[src/rtl/ps2_pkg.sv]
// Shared types and constants for the PS/2 host receiver.
package ps2_pkg;

  typedef enum logic [1:0] {
    IDLE   = 2'd0,
    DATA   = 2'd1,
    PARITY = 2'd2,
    STOP   = 2'd3
  } ps2_rx_state_t;

  localparam int PS2_FIFO_DEPTH = 8;
  localparam int PS2_FRAME_BITS = 11;

endpackage

[src/rtl/ps2_line_filter.sv]
// Two-flop synchroniser plus glitch filter for one PS/2 line.
// level_o only changes after FILTER_LEN equal synchronised samples; fall_o is a registered 1->0 pulse.
module ps2_line_filter #(
  parameter int FILTER_LEN = 4
) (
  input  logic clk,
  input  logic reset_n,
  input  logic line_i,
  output logic level_o,
  output logic fall_o
);

  localparam int CW = $clog2(FILTER_LEN + 1);
  localparam logic [CW-1:0] CNT_LAST = CW'(FILTER_LEN - 1);

  logic [1:0]    sync_q;
  logic [CW-1:0] cnt_q, cnt_d;
  logic          level_q, level_d;
  logic          fall_q;

  // cnt_q counts consecutive samples that disagree with the accepted level
  always_comb begin
    level_d = level_q;
    cnt_d   = '0;
    if (sync_q[1] != level_q) begin
      if (cnt_q == CNT_LAST) level_d = sync_q[1];
      else                   cnt_d   = cnt_q + 1'b1;
    end
  end

  always_ff @(posedge clk or negedge reset_n) begin
    if (!reset_n) begin
      sync_q  <= 2'b11;
      cnt_q   <= '0;
      level_q <= 1'b1;
      fall_q  <= 1'b0;
    end else begin
      sync_q  <= {sync_q[0], line_i};
      cnt_q   <= cnt_d;
      level_q <= level_d;
      fall_q  <= level_q & ~level_d;
    end
  end

  assign level_o = level_q;
  assign fall_o  = fall_q;

endmodule

[src/rtl/ps2_host_rx.sv]
// PS/2 host receiver: filtered lines, frame FSM with odd parity and stall timeout, valid/ack output buffer.
// Define PS2_RX_FIFO_EN to replace the single holding register with an 8-entry FIFO.
module ps2_host_rx
  import ps2_pkg::*;
#(
  parameter int FILTER_LEN  = 4,
  parameter int TIMEOUT_CYC = 8192
) (
  input  logic       clk,
  input  logic       reset_n,
  input  logic       ps2_clk,
  input  logic       ps2_data,
  output logic [7:0] rx_data,
  output logic       rx_valid,
  input  logic       rx_ack,
  output logic       rx_err,
  output logic       rx_ovr
);

  // Handshake: rx_valid is a level while a byte is held; rx_ack pops it only when sampled with rx_valid=1.

  localparam int TW = $clog2(TIMEOUT_CYC + 1);
  localparam logic [TW-1:0] TO_MAX = TW'(TIMEOUT_CYC);
  localparam logic [TW-1:0] TO_HIT = TW'(TIMEOUT_CYC - 2);

  logic clk_fall, clk_level_unused;
  logic data_level, data_fall_unused;

  ps2_line_filter #(.FILTER_LEN(FILTER_LEN)) u_clk_filt (
    .clk(clk), .reset_n(reset_n), .line_i(ps2_clk),
    .level_o(clk_level_unused), .fall_o(clk_fall)
  );

  ps2_line_filter #(.FILTER_LEN(FILTER_LEN)) u_data_filt (
    .clk(clk), .reset_n(reset_n), .line_i(ps2_data),
    .level_o(data_level), .fall_o(data_fall_unused)
  );

  ps2_rx_state_t state_q, state_d;
  logic [2:0]    bitcnt_q, bitcnt_d;
  logic [7:0]    shift_q, shift_d;
  logic          par_q, par_d;
  logic          bad_q, bad_d;
  logic          err_q, err_d;
  logic [TW-1:0] to_cnt_q, to_cnt_d;
  logic          timeout_hit;
  logic          push;

  // Firing one count early makes the registered rx_err land exactly TIMEOUT_CYC cycles after the fall.
  assign to_cnt_d    = clk_fall ? '0 : ((to_cnt_q == TO_MAX) ? to_cnt_q : to_cnt_q + 1'b1);
  assign timeout_hit = (state_q != IDLE) && (to_cnt_q == TO_HIT);

  always_comb begin
    state_d  = state_q;
    bitcnt_d = bitcnt_q;
    shift_d  = shift_q;
    par_d    = par_q;
    bad_d    = bad_q;
    err_d    = 1'b0;
    push     = 1'b0;
    if (clk_fall) begin
      case (state_q)
        IDLE: begin
          if (!data_level) begin
            state_d  = DATA;
            bitcnt_d = '0;
            par_d    = 1'b1;
            bad_d    = 1'b0;
          end else begin
            err_d = 1'b1;
          end
        end
        DATA: begin
          shift_d  = {data_level, shift_q[7:1]};
          par_d    = par_q ^ data_level;
          bitcnt_d = bitcnt_q + 1'b1;
          if (bitcnt_q == 3'd7) state_d = PARITY;
        end
        PARITY: begin
          if (data_level != par_q) bad_d = 1'b1;
          state_d = STOP;
        end
        STOP: begin
          if (data_level && !bad_q) push  = 1'b1;
          else                      err_d = 1'b1;
          state_d = IDLE;
        end
        default: state_d = IDLE;
      endcase
    end else if (timeout_hit) begin
      state_d = IDLE;
      err_d   = 1'b1;
    end
  end

  always_ff @(posedge clk or negedge reset_n) begin
    if (!reset_n) begin
      state_q  <= IDLE;
      bitcnt_q <= '0;
      shift_q  <= '0;
      par_q    <= 1'b1;
      bad_q    <= 1'b0;
      err_q    <= 1'b0;
      to_cnt_q <= '0;
    end else begin
      state_q  <= state_d;
      bitcnt_q <= bitcnt_d;
      shift_q  <= shift_d;
      par_q    <= par_d;
      bad_q    <= bad_d;
      err_q    <= err_d;
      to_cnt_q <= to_cnt_d;
    end
  end

  assign rx_err = err_q;

  logic ovr_q;

`ifdef PS2_RX_FIFO_EN
  logic [7:0] mem_q [PS2_FIFO_DEPTH];
  logic [2:0] wr_q, rd_q;
  logic       full_q, empty, pop, push_ok;

  assign empty   = (wr_q == rd_q) && !full_q;
  assign pop     = rx_ack && !empty;
  assign push_ok = push && (!full_q || pop);

  always_ff @(posedge clk or negedge reset_n) begin
    if (!reset_n) begin
      for (int i = 0; i < PS2_FIFO_DEPTH; i++) mem_q[i] <= '0;
      wr_q   <= '0;
      rd_q   <= '0;
      full_q <= 1'b0;
      ovr_q  <= 1'b0;
    end else begin
      if (push_ok) begin
        mem_q[wr_q] <= shift_q;
        wr_q        <= wr_q + 3'd1;
      end
      if (pop) rd_q <= rd_q + 3'd1;
      if (push_ok && !pop && (wr_q + 3'd1 == rd_q)) full_q <= 1'b1;
      else if (pop && !push_ok)                     full_q <= 1'b0;
      ovr_q <= push && !push_ok;
    end
  end

  assign rx_data  = mem_q[rd_q];
  assign rx_valid = !empty;
`else
  logic [7:0] hold_q, hold_d;
  logic       valid_q, valid_d, ovr_d, pop;

  assign pop = rx_ack && valid_q;

  // A pop in the same cycle frees the slot, so the new byte is accepted without overflow.
  always_comb begin
    hold_d  = hold_q;
    valid_d = valid_q;
    ovr_d   = 1'b0;
    if (push) begin
      if (!valid_q || pop) begin
        hold_d  = shift_q;
        valid_d = 1'b1;
      end else begin
        ovr_d = 1'b1;
      end
    end else if (pop) begin
      valid_d = 1'b0;
    end
  end

  always_ff @(posedge clk or negedge reset_n) begin
    if (!reset_n) begin
      hold_q  <= '0;
      valid_q <= 1'b0;
      ovr_q   <= 1'b0;
    end else begin
      hold_q  <= hold_d;
      valid_q <= valid_d;
      ovr_q   <= ovr_d;
    end
  end

  assign rx_data  = hold_q;
  assign rx_valid = valid_q;
`endif

  assign rx_ovr = ovr_q;

endmodule

[config.mk]
export PLATFORM = sky130hd
export DESIGN_NAME = ps2_host_rx
export DESIGN_NICKNAME = d
export VERILOG_FILES = /design/src/rtl/ps2_pkg.sv /design/src/rtl/ps2_line_filter.sv /design/src/rtl/ps2_host_rx.sv
export SDC_FILE = /design/constraint.sdc
export NUM_CORES = 1
export LEC_CHECK = 0
export BUFFER_PORTS_ARGS = -buffer_cell sky130_fd_sc_hd__buf_2
export CORE_UTILIZATION = 45
export CTS_BUF_LIST = sky130_fd_sc_hd__clkbuf_8
export CTS_CLUSTER_DIAMETER = 120
export DETAILED_ROUTE_END_ITERATION = 10
export PLACE_DENSITY_LB_ADDON = 0.08
export SLEW_MARGIN = 20
export SYNTH_ARGS = -nofsm -noshare
export SYNTH_HDL_FRONTEND = slang
export SYNTH_SLANG_ARGS = --single-unit
[constraint.sdc]
create_clock -name clk -period 2.55 [get_ports clk]
set_input_delay 0.255 -clock clk [delete_from_list [all_inputs] [get_ports clk]]
set_output_delay 0.255 -clock clk [all_outputs]
set_load 0.02 [all_outputs]
Word level (Yosys, flattened, before mapping). Cells that the tools add are included. Widths: inputs -> output; s select.

Bits in registers: 53. Latch bits: 0. Bits in writable memories: 0. Bits in read-only memories: 0. Input bits: 5. Memories: 0.

Add/sub/neg operators: 4. Multipliers: 0. Div/mod/pow operators: 0. $lt $le $gt $ge: 0. Eq/ne operators: 17. Shift-type cells: 0. Multiplexer cells: 33. Bitwise gates (word level): 3. Reductions and logical operators: 19.

Operators by type and width (count): $mux 14 (2); $mux 1 (17); $mux 3 (5); $add 14x1->14 const B (1); $eq 14x13->1 const B (1); $eq 14x14->1 const B (1); $reduce_bool 2->1 (5); $add 3x1->3 const B (3); $mux 2 (4); $pmux 2 s4 (1); $reduce_and 2->1 (4); $eq 3x2->1 const B (2); $ne 3x3->1 const B (2); $pmux 1 s2 (3); $pmux 3 s2 (1); $reduce_and 3->1 (2); $eq 2x2->1 const B (2); $ne 2x1->1 const B (2); $ne 2x2->1 const B (2); $reduce_and 4->1 (1); $eq 3x3->1 const B (1); $logic_and 1x1->1 (3); $ne 1x1->1 (3); $eq 2x1->1 const B (1); 6 further kinds (7).

Longest topological paths before layout. Gate-level depths: netlist (run 1).

Depth after elaboration: 7. Depth in mapped cells: 6. Gate-level depth less buffers: 5.

Hierarchy. Synthesis (run 1) repeated with hierarchy kept, for this count alone.

Cell total of the unflattened synthesis: 198. Area total of the unflattened synthesis: 2439.8 sq um.

By module, submodules not included: ps2_host_rx (times used 1, cells each 168, area an instance 1909.3 sq um, seq. area each 1002.2 sq um); ps2_line_filter (times used 2, cells each 15, area an instance 265.3 sq um, seq. area each 178.9 sq um).

Worst setup path after synthesis (run 1). Ideal clock, no wire load.

Path type: register to register. From: register to_cnt_q[0]. To: register to_cnt_q[0]. Library setup time: 128 ps. Data arrival time: 1709 ps. Path slack: 713 ps. Stages on the path, launching flop included: 6. Cells stage by stage: dfrtp_1 -> inv_1 -> ha_1 -> or4b_1 -> nor4_4 -> mux2_1.

Longest elaborated chain between the ends: 3. Elaborated cells on any way between the ends: 5.

Ends and longest elaborated chain: from (decl) (line ps2_host_rx.sv:45) `logic [TW-1:0] to_cnt_q, to_cnt_d;`; from (signal assigned) (line ps2_host_rx.sv:112) `to_cnt_q <= to_cnt_d;`; $add 14x1->14 (line ps2_host_rx.sv:50) `assign to_cnt_d = clk_fall ? '0 : ((to_cnt_q == TO_MAX) ? to_cnt_q : to_cnt_q + 1'b1);`; $mux 14 (2 in series) (line ps2_host_rx.sv:50).

Parallel ways exist; a longest one is shown, timed or not. The select of a mux whose other input is x is not followed. A chain may end at the register's enable or synchronous reset.

Worst setup path after layout (run 1). Ends and elaborated chain as after synthesis.

==> flow_summary.ini, run 1 <==
[worst_hold_path]
min_to = u_data_filt.sync_q[0]
min_path_cells = 1
hold_path_class = input pin to flip-flop
holdCritStartpoint = ps2_data

[placed_design]
portBuffers = 15
dp_slack_ns = 0.595
hpwl_um = 3150
dp_cells = 286
gp_congestion = 0.804

[logic_synthesis]
synth_edf_count = 0
synth_area_per_cell_um2 = 11.9
synth_cell_types = 44
async_reset_ff_share_pct = 100
yosys_warnings = 0
synth_nets = 221
netlist_area_um2 = 2450
synth_flop_cell = dfrtp_1
syn_inst = 205
ys_ff_latch = 53
ys_seq_area_share_pct = 54.6

[timing]
fin_crit_ns = 1.98
clock_skew_ns = 0.00652
tns_ns = 0
setup_violations = 0
hold_viol = 0
relSlewSlack_pct = 64.0
rsz0062_at_grt = no
fin_ws_ns = 0.574
holdWs_ns = 0.0410
fmax_mhz = 506
slew_viol_final = 0
period_share_pct = 77.5
worstMarginPinSlew_ns = 0.538

[clock_network]
htree_levels = 2
numClockSinks = 53
clockBufferDepth = 2
cts_buffers = 5
cts_tree = built
insertion_delay_ns = 0.30
post_cts_resize_count = 0
cts_root_buf = clkbuf_8
clkTransAtPathRegs_ns = 0.10

[final_layout]
n_antenna_cell = 0
layout_common_cells = 46 x dfrtp_1, 20 x mux2_2, 15 x buf_2, 11 x nor2_1, 11 x ha_1
syn2layout_area_growth_pct = 10.6
finalNonFillerCells = 295
finalNetCount = 240
mostFrequentLayoutCell = dfrtp_1
drive_gt1_share_pct = 27.1

[routing]
drt_wl_total_um = 4310
avgRoutedWirePerCell_um = 14.6
drc = 0
vias = 1581
via_per_inst = 5.36
drt-initial-drc-count = 152
dr.pass1.iters = 4
final_antenna_net_count = 0

[setup_path]
crit_path_end_kind = flip-flop
worstPathRequired_ns = 2.73
crit_chain = inv_1, ha_1, or4b_1, nor4_4, mux2_1
r2r-start = to_cnt_q[0]
ff2ff_setup_slack_ns = 0.57
arrival_ns = 2.16
reg2regPathDepth = 5
slowest_delay_ns = 0.50
slowest_stage = or4b_1
start_kind = flip-flop
r2r_end = to_cnt_q[0]
worstSetupPathType = flip-flop to flip-flop
crit_fanout = 5

[floorplanning]
die_height_um = 75.7
io-pin-count = 16
chipWidth_um = 75.7
start_util_pct = 47.3
rows = 26
die_area_um2 = 5730
core_um2 = 5170

[global_route]
grt_antenna_before_repair = 0
grt_max_degree = 37
gr-total-overflow = 0
grt_pass1_vias = 1601
grt_pass1_wl_um = 7400
track_usage_pct = 17.3

[power_and_ir_drop]
p_leak_nw = 1.27
p_per_area_nw_per_um2 = 771
peakVddDrop_uv = 329

[run]
max-cap-violations = 0

[outcome]
status = finished clean
[stage by stage]
stage          power (mW)  instance area [um2]  utilization (%)
2_1_floorplan        1.47                 2450                -
3_3_place_gp         1.58                 2600             50.3
3_5_place_dp         1.64                 2600             50.3
4_1_cts              2.12                 2710             52.3
5_1_grt              2.26                 2710             52.3
6_report             2.09                 2710             52.3
[cell type report]
type / instances / area [um2]
Inverter: 9 / 33.8
Multi-Input combinational cell: 136 / 1050
Clock inverter: 3 / 25.0
Fill cell: 458 / 2470
Sequential cell: 53 / 1340
Tap cell: 70 / 87.6
Timing Repair Buffer: 19 / 108
Clock buffer: 5 / 68.8
[per-layer routing]
metal / GRT usage, % / up-vias / share of wire [%]
met5: 0 / - / 0
met4: 7.61 / 0 / 1.3
met3: 4.10 / 6 / 2.9
met2: 26.2 / 24 / 49
met1: 23.7 / 778 / 47
li1: - / 773 / -
[how the worst max path moves through the flow]
stage,to,cells after the start,start,slack [ns]
detailed placement,to_cnt_q[0],5,to_cnt_q[0],0.60
CTS,to_cnt_q[0],5,to_cnt_q[0],0.57
floorplan,to_cnt_q[0],5,to_cnt_q[0],0.71
global placement,to_cnt_q[0],5,to_cnt_q[0],0.69
finish,to_cnt_q[0],5,to_cnt_q[0],0.57
global route,to_cnt_q[0],5,to_cnt_q[0],0.48
[worst max-delay path, delay by kind of cell, from the launching register on]
kind,cells,cell delay [ns]
fa+ha+maj,1,0.15
mux,1,0.36
flops,1,0.44
simple gates,2,0.78
buf+inv,1,0.12
[synth_stat cells (5+ instances only)]
| master | instances | area [um2] |
|---|---|---|
| dfstp_2 | 7 | 184 |
| inv_1 | 9 | 33.8 |
| nor2b_1 | 9 | 56.3 |
| ha_1 | 11 | 138 |
| nand2b_1 | 5 | 31.3 |
| nand2_1 | 8 | 30.0 |
| nand3_1 | 5 | 25.0 |
| nor2_1 | 11 | 41.3 |
| a21oi_1 | 9 | 45.0 |
| o21ai_0 | 8 | 40.0 |
| mux2_2 | 20 | 225 |
| dfrtp_1 | 46 | 1150 |
[logic make-up (layout without fill, tap and decap cells)]
group                    Yosys count  after routing  share of synthesized area [%]
AO/OA/AOI/OAI                     34             34                           9.05
buffers and inverters             16             36                           2.61
multiplexers                      22             22                           10.1
adder cells (fa/ha/maj)           11             11                           5.63
flip-flops                        53             53                           54.6
AND/OR/NAND/NOR                   64             64                           16.3
XOR/XNOR                           5              5                           1.79
[what timing repair did]
item / 4_1_cts / 5_1_grt
buffers inserted: 0 / 0
hold endpoints to repair: 13 / 0
hold buffers: 1 / 0
[flip-flops by register name (all words and copies together), names as in the netlist, 2 cells and up]
| name | flops |
|---|---|
| rx_data | 8 |
| u_data_filt.sync_q | 2 |
| shift_q | 8 |
| bitcnt_q | 3 |
| state_q | 2 |
| u_clk_filt.sync_q | 2 |
| u_clk_filt.cnt_q | 3 |
| to_cnt_q | 14 |
| u_data_filt.cnt_q | 3 |
[power breakdown]
group	internal, mW	switching (mW)
clock	0.198	0.272
combinational	0.202	0.300
sequential	0.974	0.140
total	1.37	0.712
Power figures use the tool's default switching activity.
==> inputs of run 2 (changes only) <==
- clock period: 2.55 -> 1.9 ns (I/O delays scaled with it)
==> flow_summary.ini, run 2 (same netlist as run 1, synthesis figures left out) <==
[final_layout]
top_register = to_cnt_q
utilization_pct = 54.2
multi_input_area_um2 = 1070
syn2layout_area_growth_pct = 14.6
finalNetCount = 248
fillers = 449
largest_reg_flops = 14
layout_common_cells = 46 x dfrtp_1, 20 x mux2_2, 15 x buf_2, 11 x nor2_1, 10 x ha_1
finalNonFillerCells = 303
mostFrequentLayoutCell = dfrtp_1
drive_gt1_share_pct = 30.9
n_antenna_cell = 0
ff_latch_area_um2 = 1340

[setup_path]
slowest_delay_ns = 0.47
start_kind = flip-flop
worstPathRequired_ns = 2.09
worstSetupPathType = flip-flop to flip-flop
cp.buffers_inverters = 1
crit_chain = inv_2, ha_4, or4b_4, nor4_4, mux2_4
crit_path_end_kind = flip-flop
slowest_stage = or4b_4
crit_fanout = 2
critical_path.top_delay_family = simple AND/OR/NAND/NOR gates
arrival_ns = 2.02

[placed_design]
portBuffers = 15
hpwl_um = 2960
dp_cells = 290
gp_congestion = 0.810

[global_route]
grt_max_degree = 54
grt_pass1_wl_um = 6820
grt_antenna_before_repair = 0
grt_pass1_vias = 1572
track_usage_pct = 16.3
gr-total-overflow = 0

[routing]
met2WireLength_um = 2100
vias = 1658
drt_wl_total_um = 4230
avgRoutedWirePerCell_um = 13.9
drc = 0
dr.pass1.iters = 4
met1_length_um = 1900
drt-initial-drc-count = 84
highest_layer = met4
via_per_inst = 5.47
route.met3.wl_um = 153
final_antenna_net_count = 0

[timing]
setup_violations = 0
rsz0062_at_grt = no
fin_crit_ns = 1.83
period_share_pct = 96.4
slew_viol_final = 0
hold_viol = 0
clock_skew_ns = 0.00766
fmax_mhz = 546
relSlewSlack_pct = 72.7
holdWs_ns = 0.169
tns_ns = 0
worstMarginPinSlew_ns = 0.408

[worst_hold_path]
hold_path_class = input pin to flip-flop

[floorplanning]
core_um2 = 5170
start_util_pct = 47.3
die_height_um = 75.7
rows = 26
chipWidth_um = 75.7
die_area_um2 = 5730
io-pin-count = 16

[power_and_ir_drop]
seqPwrFrac_pct = 50.1
switching_share_pct = 34.2
p_clk_share_pct = 22.1
p_per_area_nw_per_um2 = 1050
p_leak_nw = 1.30
p_int_mw = 1.93
peakVddDrop_uv = 573
combPwrFrac_pct = 27.9
power.switching_mw = 1.00

[clock_network]
cts_buffers = 5
cts_tree = built
clockBufferDepth = 2
numClockSinks = 53
clkTransAtPathRegs_ns = 0.10
insertion_delay_ns = 0.30
cts_root_buf = clkbuf_8
htree_levels = 2

[run]
max-cap-violations = 0

[outcome]
status = finished clean
## run 2: through the flow
stage | power, mW | setup WS, ns | area, um2
global placement | 2.17 | 0.0848 | 2640
CTS | 2.91 | 0.0334 | 2770
finish | 2.93 | 0.0685 | 2800
detailed placement | 2.24 | -0.0304 | 2640
floorplan | 1.98 | 0.0633 | 2450
global route | 3.15 | 0.00638 | 2800
## run 2: metal layers
layer	up-vias	track usage (%)
li1	790	-
met5	-	0
met4	0	6.79
met3	9	4.10
met1	830	20.5
met2	29	26.8
## run 2: path summary, 6_finish.rpt
| check | from | slack [ns] | cells past startpoint | end |
|---|---|---|---|---|
| worst min register to register | u_data_filt.sync_q[0] | 0.36 | 0 | u_data_filt.sync_q[1] |
| max in group asynchronous | reset_n | 1.20 | 3 | u_clk_filt.level_o |
| worst max-delay path | to_cnt_q[0] | 0.07 | 5 | to_cnt_q[0] |
| worst max register to register | to_cnt_q[0] | 0.07 | 5 | to_cnt_q[0] |
| worst min-delay path | rx_ack | 0.17 | 3 | rx_ovr |
| min in group asynchronous | reset_n | 0.40 | 3 | to_cnt_q[4] |
## run 2: layout make-up
| type | instances | area share [%] |
|---|---|---|
| inverters | 9 | 1.20 |
| flip-flops and latches | 53 | 47.6 |
| well taps | 70 | 3.12 |
| clock inverters | 3 | 0.937 |
| clock buffers | 5 | 2.45 |
| multi-input cells | 136 | 38.1 |
| repair buffers | 27 | 6.60 |
## run 2: power groups by stage
stage	Sequential, mW	Combinational, mW	Clock, mW
after floorplan	1.44	0.537	0
after global placement	1.47	0.707	0
after detailed placement	1.49	0.758	0
after CTS	1.46	0.768	0.674
after global routing	1.50	0.927	0.724
final	1.47	0.816	0.647
## run 2: what timing repair did
item | 4_1_cts | 5_1_grt
setup buffers | 0 | 2
pin swaps | 1 | 2
hold buffers | 3 | 0
hold endpoints to repair | 48 | 0
endpoints found under the setup margin | 1 | 1
resized for setup | 0 | 6
## run 2: worst min-delay path: stages
cell	delay, ns
buf_2	0.07
nand2b_1	0.13
nor2_1	0.06
